--- config.mk ---
export PLATFORM = sky130hd
export DESIGN_NAME = mc_ctrl_fsm
export DESIGN_NICKNAME = d
export VERILOG_FILES = /design/src/rtl/mc_ctrl_pkg.sv /design/src/rtl/mc_ctrl_fsm_wait_timer.sv /design/src/rtl/mc_ctrl_fsm.sv
export SDC_FILE = /design/constraint.sdc
export NUM_CORES = 1
export LEC_CHECK = 0
export ABC_AREA = 1
export ABC_CLOCK_PERIOD_IN_PS = 3200
export CELL_PAD_IN_SITES_DETAIL_PLACEMENT = 2
export CELL_PAD_IN_SITES_GLOBAL_PLACEMENT = 2
export CORE_MARGIN = 2
export CORE_UTILIZATION = 28
export DETAILED_ROUTE_END_ITERATION = 8
export PLACE_DENSITY_LB_ADDON = 0.3
export SLEW_MARGIN = 0
export SYNTH_ARGS = -nofsm -noshare
export SYNTH_HDL_FRONTEND = slang
export SYNTH_SLANG_ARGS = --single-unit
export TNS_END_PERCENT = 20
--- constraint.sdc ---
create_clock -name clk -period 3.2 [get_ports clk]
set_input_delay 0.32 -clock clk [delete_from_list [all_inputs] [get_ports clk]]
set_output_delay 0.32 -clock clk [all_outputs]
set_load 0.05 [all_outputs]
--- src/rtl/mc_ctrl_pkg.sv ---
`default_nettype none
// ============================================================================
// Module   : mc_ctrl_pkg
// Purpose  : State encodings and control-field codes for the multi-cycle
//            MIPS control sequencer.
// Revision : 1.0 - initial release
// ============================================================================
package mc_ctrl_pkg;

    localparam logic [2:0] IDLE   = 3'd0;
    localparam logic [2:0] FETCH  = 3'd1;
    localparam logic [2:0] DECODE = 3'd2;
    localparam logic [2:0] EXEC   = 3'd3;
    localparam logic [2:0] MEM    = 3'd4;
    localparam logic [2:0] WB     = 3'd5;
    localparam logic [2:0] ERR    = 3'd6;

    localparam logic [2:0] JT_NONE = 3'b000;
    localparam logic [2:0] JT_BEQ  = 3'b001;
    localparam logic [2:0] JT_J    = 3'b010;
    localparam logic [2:0] JT_JR   = 3'b011;

    localparam logic [1:0] PC_SEL_PC4  = 2'b00;
    localparam logic [1:0] PC_SEL_BR   = 2'b01;
    localparam logic [1:0] PC_SEL_JUMP = 2'b10;
    localparam logic [1:0] PC_SEL_RS   = 2'b11;

    localparam logic [1:0] WB_SEL_ALU  = 2'b00;
    localparam logic [1:0] WB_SEL_LOAD = 2'b01;
    localparam logic [1:0] WB_SEL_NPC  = 2'b10;

    // Reserved jump codes (1xx) behave as plain ALU/memory instructions.
    function automatic logic [2:0] jt_norm(input logic [2:0] jt);
        return jt[2] ? JT_NONE : jt;
    endfunction

endpackage
`default_nettype wire

--- src/rtl/mc_ctrl_fsm_wait_timer.sv ---
`default_nettype none
// ============================================================================
// Module   : mc_wait_timer
// Purpose  : Memory-ack watchdog; expired pulses on the LIMIT-th waiting cycle.
// Revision : 1.0 - initial release
// ============================================================================
module mc_wait_timer #(
    parameter int LIMIT = 16
) (
    input  logic clk,
    input  logic rst_n,
    input  logic clear,
    input  logic enable,
    output logic expired
);
    localparam int CW = $clog2(LIMIT + 1);

    logic [CW-1:0] r_count;

    always_ff @(posedge clk or negedge rst_n) begin
        if (!rst_n)
            r_count <= '0;
        else if (clear)
            r_count <= '0;
        else if (enable)
            r_count <= r_count + CW'(1);
    end

    assign expired = enable && (r_count == CW'(LIMIT - 1));

endmodule
`default_nettype wire

--- src/rtl/mc_ctrl_fsm.sv ---
`default_nettype none
// ============================================================================
// Module   : mc_ctrl_fsm
// Purpose  : Multi-cycle FETCH/DECODE/EXEC/MEM/WB sequencer. Optional ack
//            watchdog enabled by MC_CTRL_TIMEOUT_EN.
// Revision : 1.0 - initial release
// ============================================================================
module mc_ctrl_fsm
    import mc_ctrl_pkg::*;
#(
    parameter int DWIDTH      = 32,
    parameter int TIMEOUT_CYC = 16
) (
    input  logic              clk,
    input  logic              rst_n,
    input  logic              start,
    input  logic              stop,
    output logic              imem_req,
    input  logic              imem_ack,
    output logic              dmem_req,
    output logic              dmem_we,
    input  logic              dmem_ack,
    input  logic [2:0]        dec_jump_type,
    input  logic              dec_we_dmem,
    input  logic              dec_we_regfile,
    input  logic              dec_is_load,
    input  logic              alu_zero,
    output logic              ir_we,
    output logic              pc_we,
    output logic [1:0]        pc_sel,
    output logic              rf_we,
    output logic [1:0]        wb_sel,
    output logic              busy,
    output logic [2:0]        state,
    output logic [DWIDTH-1:0] retired_cnt,
    output logic              err
);
    logic [2:0]        r_state;
    logic [2:0]        w_next_state;
    logic [DWIDTH-1:0] r_retired_cnt;
    logic              w_retire;
    logic [2:0]        w_jt;
    logic              w_timeout;

    assign w_jt = jt_norm(dec_jump_type);

    always_comb begin
        w_next_state = r_state;
        w_retire     = 1'b0;
        imem_req     = 1'b0;
        dmem_req     = 1'b0;
        dmem_we      = 1'b0;
        ir_we        = 1'b0;
        pc_we        = 1'b0;
        pc_sel       = PC_SEL_PC4;
        rf_we        = 1'b0;
        wb_sel       = WB_SEL_ALU;
        case (r_state)
            IDLE: begin
                if (start && !stop)
                    w_next_state = FETCH;
            end
            FETCH: begin
                imem_req = 1'b1;
                if (imem_ack) begin
                    ir_we        = 1'b1;
                    pc_we        = 1'b1;
                    w_next_state = DECODE;
                end else if (w_timeout) begin
                    w_next_state = ERR;
                end
            end
            DECODE: w_next_state = EXEC;
            EXEC: begin
                case (w_jt)
                    JT_BEQ: begin
                        pc_we    = alu_zero;
                        pc_sel   = PC_SEL_BR;
                        w_retire = 1'b1;
                    end
                    JT_JR: begin
                        pc_we    = 1'b1;
                        pc_sel   = PC_SEL_RS;
                        w_retire = 1'b1;
                    end
                    JT_J: begin
                        pc_we  = 1'b1;
                        pc_sel = PC_SEL_JUMP;
                        if (dec_we_regfile) w_next_state = WB;
                        else                w_retire     = 1'b1;
                    end
                    default: begin
                        if (dec_we_dmem || dec_is_load) w_next_state = MEM;
                        else if (dec_we_regfile)        w_next_state = WB;
                        else                            w_retire     = 1'b1;
                    end
                endcase
            end
            MEM: begin
                dmem_req = 1'b1;
                dmem_we  = dec_we_dmem;
                // A store that is also flagged as a load never writes back.
                if (dmem_ack) begin
                    if (dec_we_dmem) w_retire     = 1'b1;
                    else             w_next_state = WB;
                end else if (w_timeout) begin
                    w_next_state = ERR;
                end
            end
            WB: begin
                rf_we    = 1'b1;
                w_retire = 1'b1;
                if (dec_is_load)       wb_sel = WB_SEL_LOAD;
                else if (w_jt == JT_J) wb_sel = WB_SEL_NPC;
                else                   wb_sel = WB_SEL_ALU;
            end
`ifdef MC_CTRL_TIMEOUT_EN
            ERR: w_next_state = ERR;
`endif
            default: w_next_state = IDLE;
        endcase
        if (w_retire)
            w_next_state = stop ? IDLE : FETCH;
    end

    always_ff @(posedge clk or negedge rst_n) begin
        if (!rst_n) begin
            r_state       <= IDLE;
            r_retired_cnt <= '0;
        end else begin
            r_state <= w_next_state;
            if (w_retire)
                r_retired_cnt <= r_retired_cnt + DWIDTH'(1);
        end
    end

`ifdef MC_CTRL_TIMEOUT_EN
    logic w_wait_clear;

    assign w_wait_clear = !(imem_req || dmem_req)
                        || (imem_req && imem_ack) || (dmem_req && dmem_ack);

    mc_wait_timer #(
        .LIMIT (TIMEOUT_CYC)
    ) u_wait_timer (
        .clk     (clk),
        .rst_n   (rst_n),
        .clear   (w_wait_clear),
        .enable  (!w_wait_clear),
        .expired (w_timeout)
    );

    assign err = (r_state == ERR);
`else
    logic w_unused_timeout;

    assign w_unused_timeout = (TIMEOUT_CYC > 0);
    assign w_timeout        = 1'b0;
    assign err              = 1'b0;
`endif

    assign busy        = (r_state != IDLE);
    assign state       = r_state;
    assign retired_cnt = r_retired_cnt;

endmodule
`default_nettype wire

==> summary.txt, run 1 <==
vias per std cell - 4.71
Final Cycle Share - 79.2%
clock network power share - 23.6%
Hold Path Class - in -> async
final core utilization - 37.3%
Synth top area share - 35.5%
Layout Cells excl Fill - 567
TritonRoute pass-1 iters - 4
Worst R2R Start - state[1]$_DFFE_PN0P_
max-slew violations - 0
Port Buffers - 58
placed cells - 559
kind of critical path - reg -> out
Row Count - 34
Final HPWL DP - 6860 um
leading post-synthesis cells by cell area - dfrtp_1 36%, nand2_1 26%, nor2_1 9.3%, inv_1 7.0%, nand3_1 6.1%
layout cells sized above 1 - 4.14%
grt ovf - 0
die footprint - 9570 um^2
CP max-delay cell - clkdlybuf4s50_1
worst hold slack - 0.127 ns
Initial DRC Count - 88
initial antenna violation count - 0
Layout area overhead - 30.7%
largest net degree at the start of global routing - 53
hold buffer count at cts - 0
Starting Density - 28.5%
pwr dens - 571 nW/um^2
Reg-to-Reg End - state[0]$_DFFE_PN0P_
CTS tree - built
Ports - 60
chip height - 97.8 um
P_sw - 0.856 mW
Final nets - 472
Die Span X - 97.8 um
worst-skew pair later-pin latency - 0.30 ns
cell count after synthesis - 401
Filler cells - 1100
sequential share of power - 31.0%
leading area contributor after synthesis - dfrtp_1
CTS max path bufs - 2
H-tree levels - 2
DRC - 0
Worst-Margin Slew - 0.865 ns
overall power consumption - 1.84 mW
GRT Total Usage - 19.5%
Critical Path RT - 2.88 ns
Worst VDD drop - 0.000284 V
Final Hold Vio Count - 0
Final TNS setup - 0 ns
Post-CTS Resized - 0
status - finished clean
Worst R2R Path Depth - 7
synthesized area per cell - 6.15 um^2
switching fraction of total power - 46.5%
Synth cell types - 22
Leak - 1.46 nW
shortest period the worst path allows - 2.53 ns
CTS buffer count - 5
max-cap viol count - 0
Placer Congestion - 0.783
logic gate share of total power - 45.4%
ANT nets after route - 0
final setup vio count - 0
Total Routed Length - 8750 um
RSZ-0062 raised after global routing - false
syn_nets - 415
Startpoint Class - register
WP data arrival - 2.21 ns
DR vias - 2671
YS warnings - 0
Mapped Area - 2460 um^2
Fmax achieved - 395 MHz
synthesis-stage register bit count - 35
crit-path cells - nand2_2 > nor3_1 > nand2_1 > nand3_1 > clkdlybuf4s50_1
sequential area share after synthesis - 35.5%
CP max FO - 7
setup slack, reg-to-reg - 1.20 ns
vias in the first global route - 2888
Worst Clk Skew - 0.00955 ns
postcts setup bufs - 0
WL/cell - 15.4 um
CTS Sinks - 35
Internal Power - 0.983 mW
CTS root buf - clkbuf_8
endpoint type of the worst setup path - primary output
Core ar. - 8640 um^2
Diodes inserted - 0
CTS clk-pin slew, worst paths - 0.08 ns
CP peak stage delay - 0.81 ns
first-pass GRT wire length - 15000 um
relative slew slack - 42.4%
-- routing by layer --
| layer | wire length [um] | part of all wire, % | track usage (%) | vias to the layer above |
|---|---|---|---|---|
| met3 | 141 | 1.6 | 2.36 | 11 |
| met5 | 0 | 0 | 0 | - |
| met4 | 112 | 1.3 | 4.91 | 0 |
| met2 | 4270 | 49 | 33.2 | 33 |
| li1 | - | - | - | 1337 |
| met1 | 4230 | 48 | 26.4 | 1290 |
-- synth_stat cells, drive strengths merged --
cell type  count
buf            8
nand3         31
conb           1
o21ai         13
nand4          4
inv           48
dfrtp         35
nand2        173
nor3           6
a21oi          3
xor2           9
nand3b         4
nor2          65
ha             1
-- area by class of cell --
cell class	instances	area, um^2	area share [%]
flip-flops and latches	35	876	27.2
inverters	48	180	5.59
multi-input cells	310	1340	41.5
clock inverters	2	35.0	1.09
well taps	108	135	4.20
repair buffers	58	576	17.9
clock buffers	6	82.6	2.56
-- through the flow --
step | worst slack (ns) | cell area, um^2
after detailed placement | 0.650 | 3100
after global routing | 0.516 | 3220
after floorplan | 0.289 | 2460
after CTS | 0.627 | 3220
final | 0.667 | 3220
after global placement | 0.759 | 3100
-- critical path: cells and delay by family (launching register included) --
kind	cells	cell delay, ns
flops	1	0.50
buf+inv	1	0.81
simple gates	4	0.61
-- worst max path at each step --
stage,from,to,slack (ns),cells after the start
after floorplan,state[1]$_DFFE_PN0P_,pc_we,0.29,4
after global placement,dec_jump_type[2],pc_we,0.76,7
after detailed placement,dec_jump_type[2],pc_we,0.65,7
after CTS,state[1]$_DFFE_PN0P_,pc_we,0.63,5
after global routing,state[1]$_DFFE_PN0P_,pc_we,0.52,5
final,state[1]$_DFFE_PN0P_,pc_we,0.67,5
-- sequential cells by signal, indices dropped and copies added (netlist names) --
name         cells
retired_cnt     32
state            3
-- power groups by stage --
stage / combinational [mW] / clock [mW] / sequential [mW]
after floorplan: 0.481 / 0 / 0.708
after global placement: 0.821 / 0 / 0.576
after detailed placement: 0.849 / 0 / 0.581
after CTS: 0.852 / 0.448 / 0.571
after global routing: 0.910 / 0.461 / 0.583
final: 0.834 / 0.433 / 0.570
-- logic make-up (layout without fill, tap and decap cells) --
group | count (synthesis) | count (layout) | synth area share, %
AO/OA/AOI/OAI | 16 | 16 | 3.25
XOR/XNOR | 9 | 9 | 3.20
adder cells (fa/ha/maj) | 1 | 1 | 0.508
buffers and inverters | 56 | 114 | 10.3
flip-flops | 35 | 35 | 35.5
other | 1 | 1 | 0.152
AND/OR/NAND/NOR | 283 | 283 | 47.1
-- cell usage in the layout (no fill, tap or decap) --
cell type,n
ha_1,1
nand2_2,2
nor2_2,4
clkbuf_8,6
inv_2,2
a21oi_1,3
inv_1,46
clkinv_2,1
o21ai_1,1
nand3b_1,4
bufinv_16,1
o21ai_0,12
nand3_1,30
buf_2,1
nor3_1,6
dfrtp_1,35
nand4_1,4
conb_1,1
nand2_4,1
nor2_1,61
nand2_1,170
xor2_1,9
clkdlybuf4s50_1,57
nand3_2,1
No activity file was read; power rests on OpenSTA's default activity.
==> inputs of run 2 (changes only) <==
--- a/config.mk
+++ b/config.mk
@@ -6,11 +6,11 @@
 export NUM_CORES = 1
 export LEC_CHECK = 0
 export ABC_AREA = 1
-export ABC_CLOCK_PERIOD_IN_PS = 3200
+export ABC_CLOCK_PERIOD_IN_PS = 2100
 export CELL_PAD_IN_SITES_DETAIL_PLACEMENT = 2
 export CELL_PAD_IN_SITES_GLOBAL_PLACEMENT = 2
 export CORE_MARGIN = 2
-export CORE_UTILIZATION = 28
+export CORE_UTILIZATION = 23
 export DETAILED_ROUTE_END_ITERATION = 8
 export PLACE_DENSITY_LB_ADDON = 0.3
 export SLEW_MARGIN = 0
==> constraint.sdc (replaced) <==
create_clock -name clk -period 2.1 [get_ports clk]
set_input_delay 0.21 -clock clk [delete_from_list [all_inputs] [get_ports clk]]
set_output_delay 0.21 -clock clk [all_outputs]
set_load 0.05 [all_outputs]
==> run 2 against run 1 <==
  * Die area increased by 21%
  * Wire length grew 6.2%
  * Sequential share of layout area fell by 0.68 points
  * Setup slack got worse by 0.57 ns
  * Non-clock buffer count increased by 6
  * Critical path depth is 4 lower
  * Total power increased by 48%
  * First-iteration DRC count shrank 9.1%
  * Clock skew increased by 0.0015 ns
  * Largest power group unchanged
==> summary.txt, run 2 (synthesis gave the netlist of run 1 again) <==
GRT Total Usage - 16.9% (was 19.5%)
storage element area - 876 um^2 (unchanged)
Critical Path RT - 1.89 ns (was 2.88 ns)
layout cells sized above 1 - 8.17% (was 4.14%)
CTS max path bufs - 2 (unchanged)
max-cap viol count - 0 (unchanged)
worst-skew pair later-pin latency - 0.30 ns (about the same)
DR vias - 2715 (was 2671)
DRC - 0 (unchanged)
largest net degree at the start of global routing - 21 (was 53)
Total Routed Length - 9300 um (was 8750 um)
multi-input logic area - 1360 um^2 (was 1340 um^2)
status - finished clean (unchanged)
worst slack, placed - 0.224 ns (was 0.650 ns)
final setup vio count - 0 (unchanged)
relative slew slack - 65.5% (was 42.4%)
WP data arrival - 1.80 ns (was 2.21 ns)
grt ovf - 0 (unchanged)
chip height - 108 um (was 97.8 um)
vias per std cell - 4.52 (was 4.71)
Worst-Margin Slew - 0.516 ns (was 0.865 ns)
Ports - 60 (unchanged)
Port Buffers - 58 (unchanged)
clock network power share - 18.9% (was 23.6%)
ANT nets after route - 0 (unchanged)
Final Hold Vio Count - 0 (unchanged)
Largest register FFs - 32 (unchanged)
Setup WS post-layout - 0.0939 ns (was 0.667 ns)
max-slew violations - 0 (unchanged)
Internal Power - 1.38 mW (was 0.983 mW)
CTS clk-pin slew, worst paths - 0.09 ns (was 0.08 ns)
Filler cells - 1298 (was 1100)
Starting Density - 23.8% (was 28.5%)
CP max FO - 9 (was 7)
crit-path cells - clkdlybuf4s50_1 (was nand2_2 > nor3_1 > nand2_1 > nand3_1 > clkdlybuf4s50_1)
initial antenna violation count - 0 (unchanged)
Worst Clk Skew - 0.0111 ns (was 0.00955 ns)
Initial DRC Count - 80 (was 88)
overall power consumption - 2.72 mW (was 1.84 mW)
CTS Sinks - 35 (unchanged)
Critical path buffers and inverters - 1 (unchanged)
WL/cell - 15.5 um (was 15.4 um)
shortest period the worst path allows - 2.01 ns
Final HPWL DP - 7380 um (was 6860 um)
CP max-delay cell - clkdlybuf4s50_1 (unchanged)
Final Cycle Share - 95.5%
CTS buffer count - 5 (unchanged)
placed cell area - 3200 um^2 (was 3100 um^2)
CP peak stage delay - 0.88 ns (was 0.81 ns)
Diodes inserted - 0 (unchanged)
Row Count - 37 (was 34)
Worst VDD drop - 0.000367 V (was 0.000284 V)
kind of critical path - reg -> out (unchanged)
die footprint - 11600 um^2 (was 9570 um^2)
P_sw - 1.35 mW (was 0.856 mW)
H-tree levels - 2 (unchanged)
Finished Cell Area - 3300 um^2 (was 3220 um^2)
Hold Path Class - in -> async (unchanged)
TritonRoute pass-1 iters - 4 (unchanged)
Core ar. - 10400 um^2 (was 8640 um^2)
logic gate share of total power - 49.0% (was 45.4%)
sequential share of power - 32.1% (was 31.0%)
Placer Congestion - 0.803 (was 0.783)
Crit. path cell count - 1 (was 5)
RSZ-0062 raised after global routing - false (unchanged)
commonest non-fill, non-tap cells in the layout - 170 x nand2_1, 60 x nor2_1, 46 x inv_1, 46 x clkdlybuf4s50_1, 35 x dfrtp_1 (was 170 x nand2_1, 61 x nor2_1, 57 x clkdlybuf4s50_1, 46 x inv_1, 35 x dfrtp_1)
Worst R2R Path Depth - 8 (was 7)
switching fraction of total power - 49.4% (was 46.5%)
pwr dens - 825 nW/um^2 (was 571 nW/um^2)
critical path's top delay family - buffers and inverters (unchanged)
Final nets - 478 (was 472)
Fmax achieved - 498 MHz
CTS root buf - clkbuf_8 (unchanged)
most common cell after layout, fill and taps aside - nand2_1 (unchanged)
Startpoint Class - register (unchanged)
Die Span X - 108 um (was 97.8 um)
first-pass GRT wire length - 15200 um (was 15000 um)
worst hold slack - 0.387 ns (was 0.127 ns)
endpoint type of the worst setup path - primary output (unchanged)
vias in the first global route - 2954 (was 2888)
Layout area overhead - 34.0% (was 30.7%)
CTS tree - built (unchanged)
Leak - 1.50 nW (was 1.46 nW)
==> run 2: power by group through the flow <==
stage               clock network [mW]  logic (mW)  registers (mW)
floorplan                            0       0.744            1.08
global placement                     0        1.32           0.879
detailed placement                   0        1.35           0.891
CTS                              0.539        1.36           0.878
global route                     0.566        1.45           0.893
finish                           0.516        1.34           0.874
==> run 2: layout make-up <==
| class | count | share of cell area [%] |
|---|---|---|
| Multi-Input combinational cell | 310 | 41.0 |
| Inverter | 48 | 5.45 |
| Timing Repair Buffer | 64 | 19.2 |
| Sequential cell | 35 | 26.5 |
| Clock buffer | 5 | 2.08 |
| Tap cell | 136 | 5.15 |
| Clock inverter | 3 | 0.606 |
==> run 2: layer usage <==
metal / track usage, % / part of all wire, % / routed length [um]
met1: 22.3 / 48 / 4420
met3: 2.12 / 1.8 / 164
met2: 29.5 / 50 / 4630
met4: 3.30 / 0.80 / 74
met5: 0 / 0 / 0
==> run 2: final timing paths <==
path / from / end / slack (ns)
min: rst_n / retired_cnt[0]$_DFFE_PN0P_ / 0.39
max reg2reg: retired_cnt[0]$_DFFE_PN0P_ / retired_cnt[20]$_DFFE_PN0P_ / 0.24
min in group clk: stop / state[0]$_DFFE_PN0P_ / 0.57
max: state[2]$_DFFE_PN0P_ / state[2] / 0.09
max in group asynchronous: rst_n / retired_cnt[29]$_DFFE_PN0P_ / 1.06
min reg2reg: retired_cnt[28]$_DFFE_PN0P_ / retired_cnt[28]$_DFFE_PN0P_ / 0.57
==> run 2: metrics by stage <==
step	TNS, ns	cells	util [%]
CTS	0	601	31.8
global route	0	601	31.9
global placement	0	592	30.9
detailed placement	0	592	30.9
floorplan	-0.00957	401	-
finish	0	601	31.9
==> run 2: repair_timing <==
item                       in CTS  in global routing
hold endpoints to repair       17                  0
setup endpoints to repair       0                  1
hold buffers                    1                  0
setup buffers                   0                  0
resized for setup               0                  1
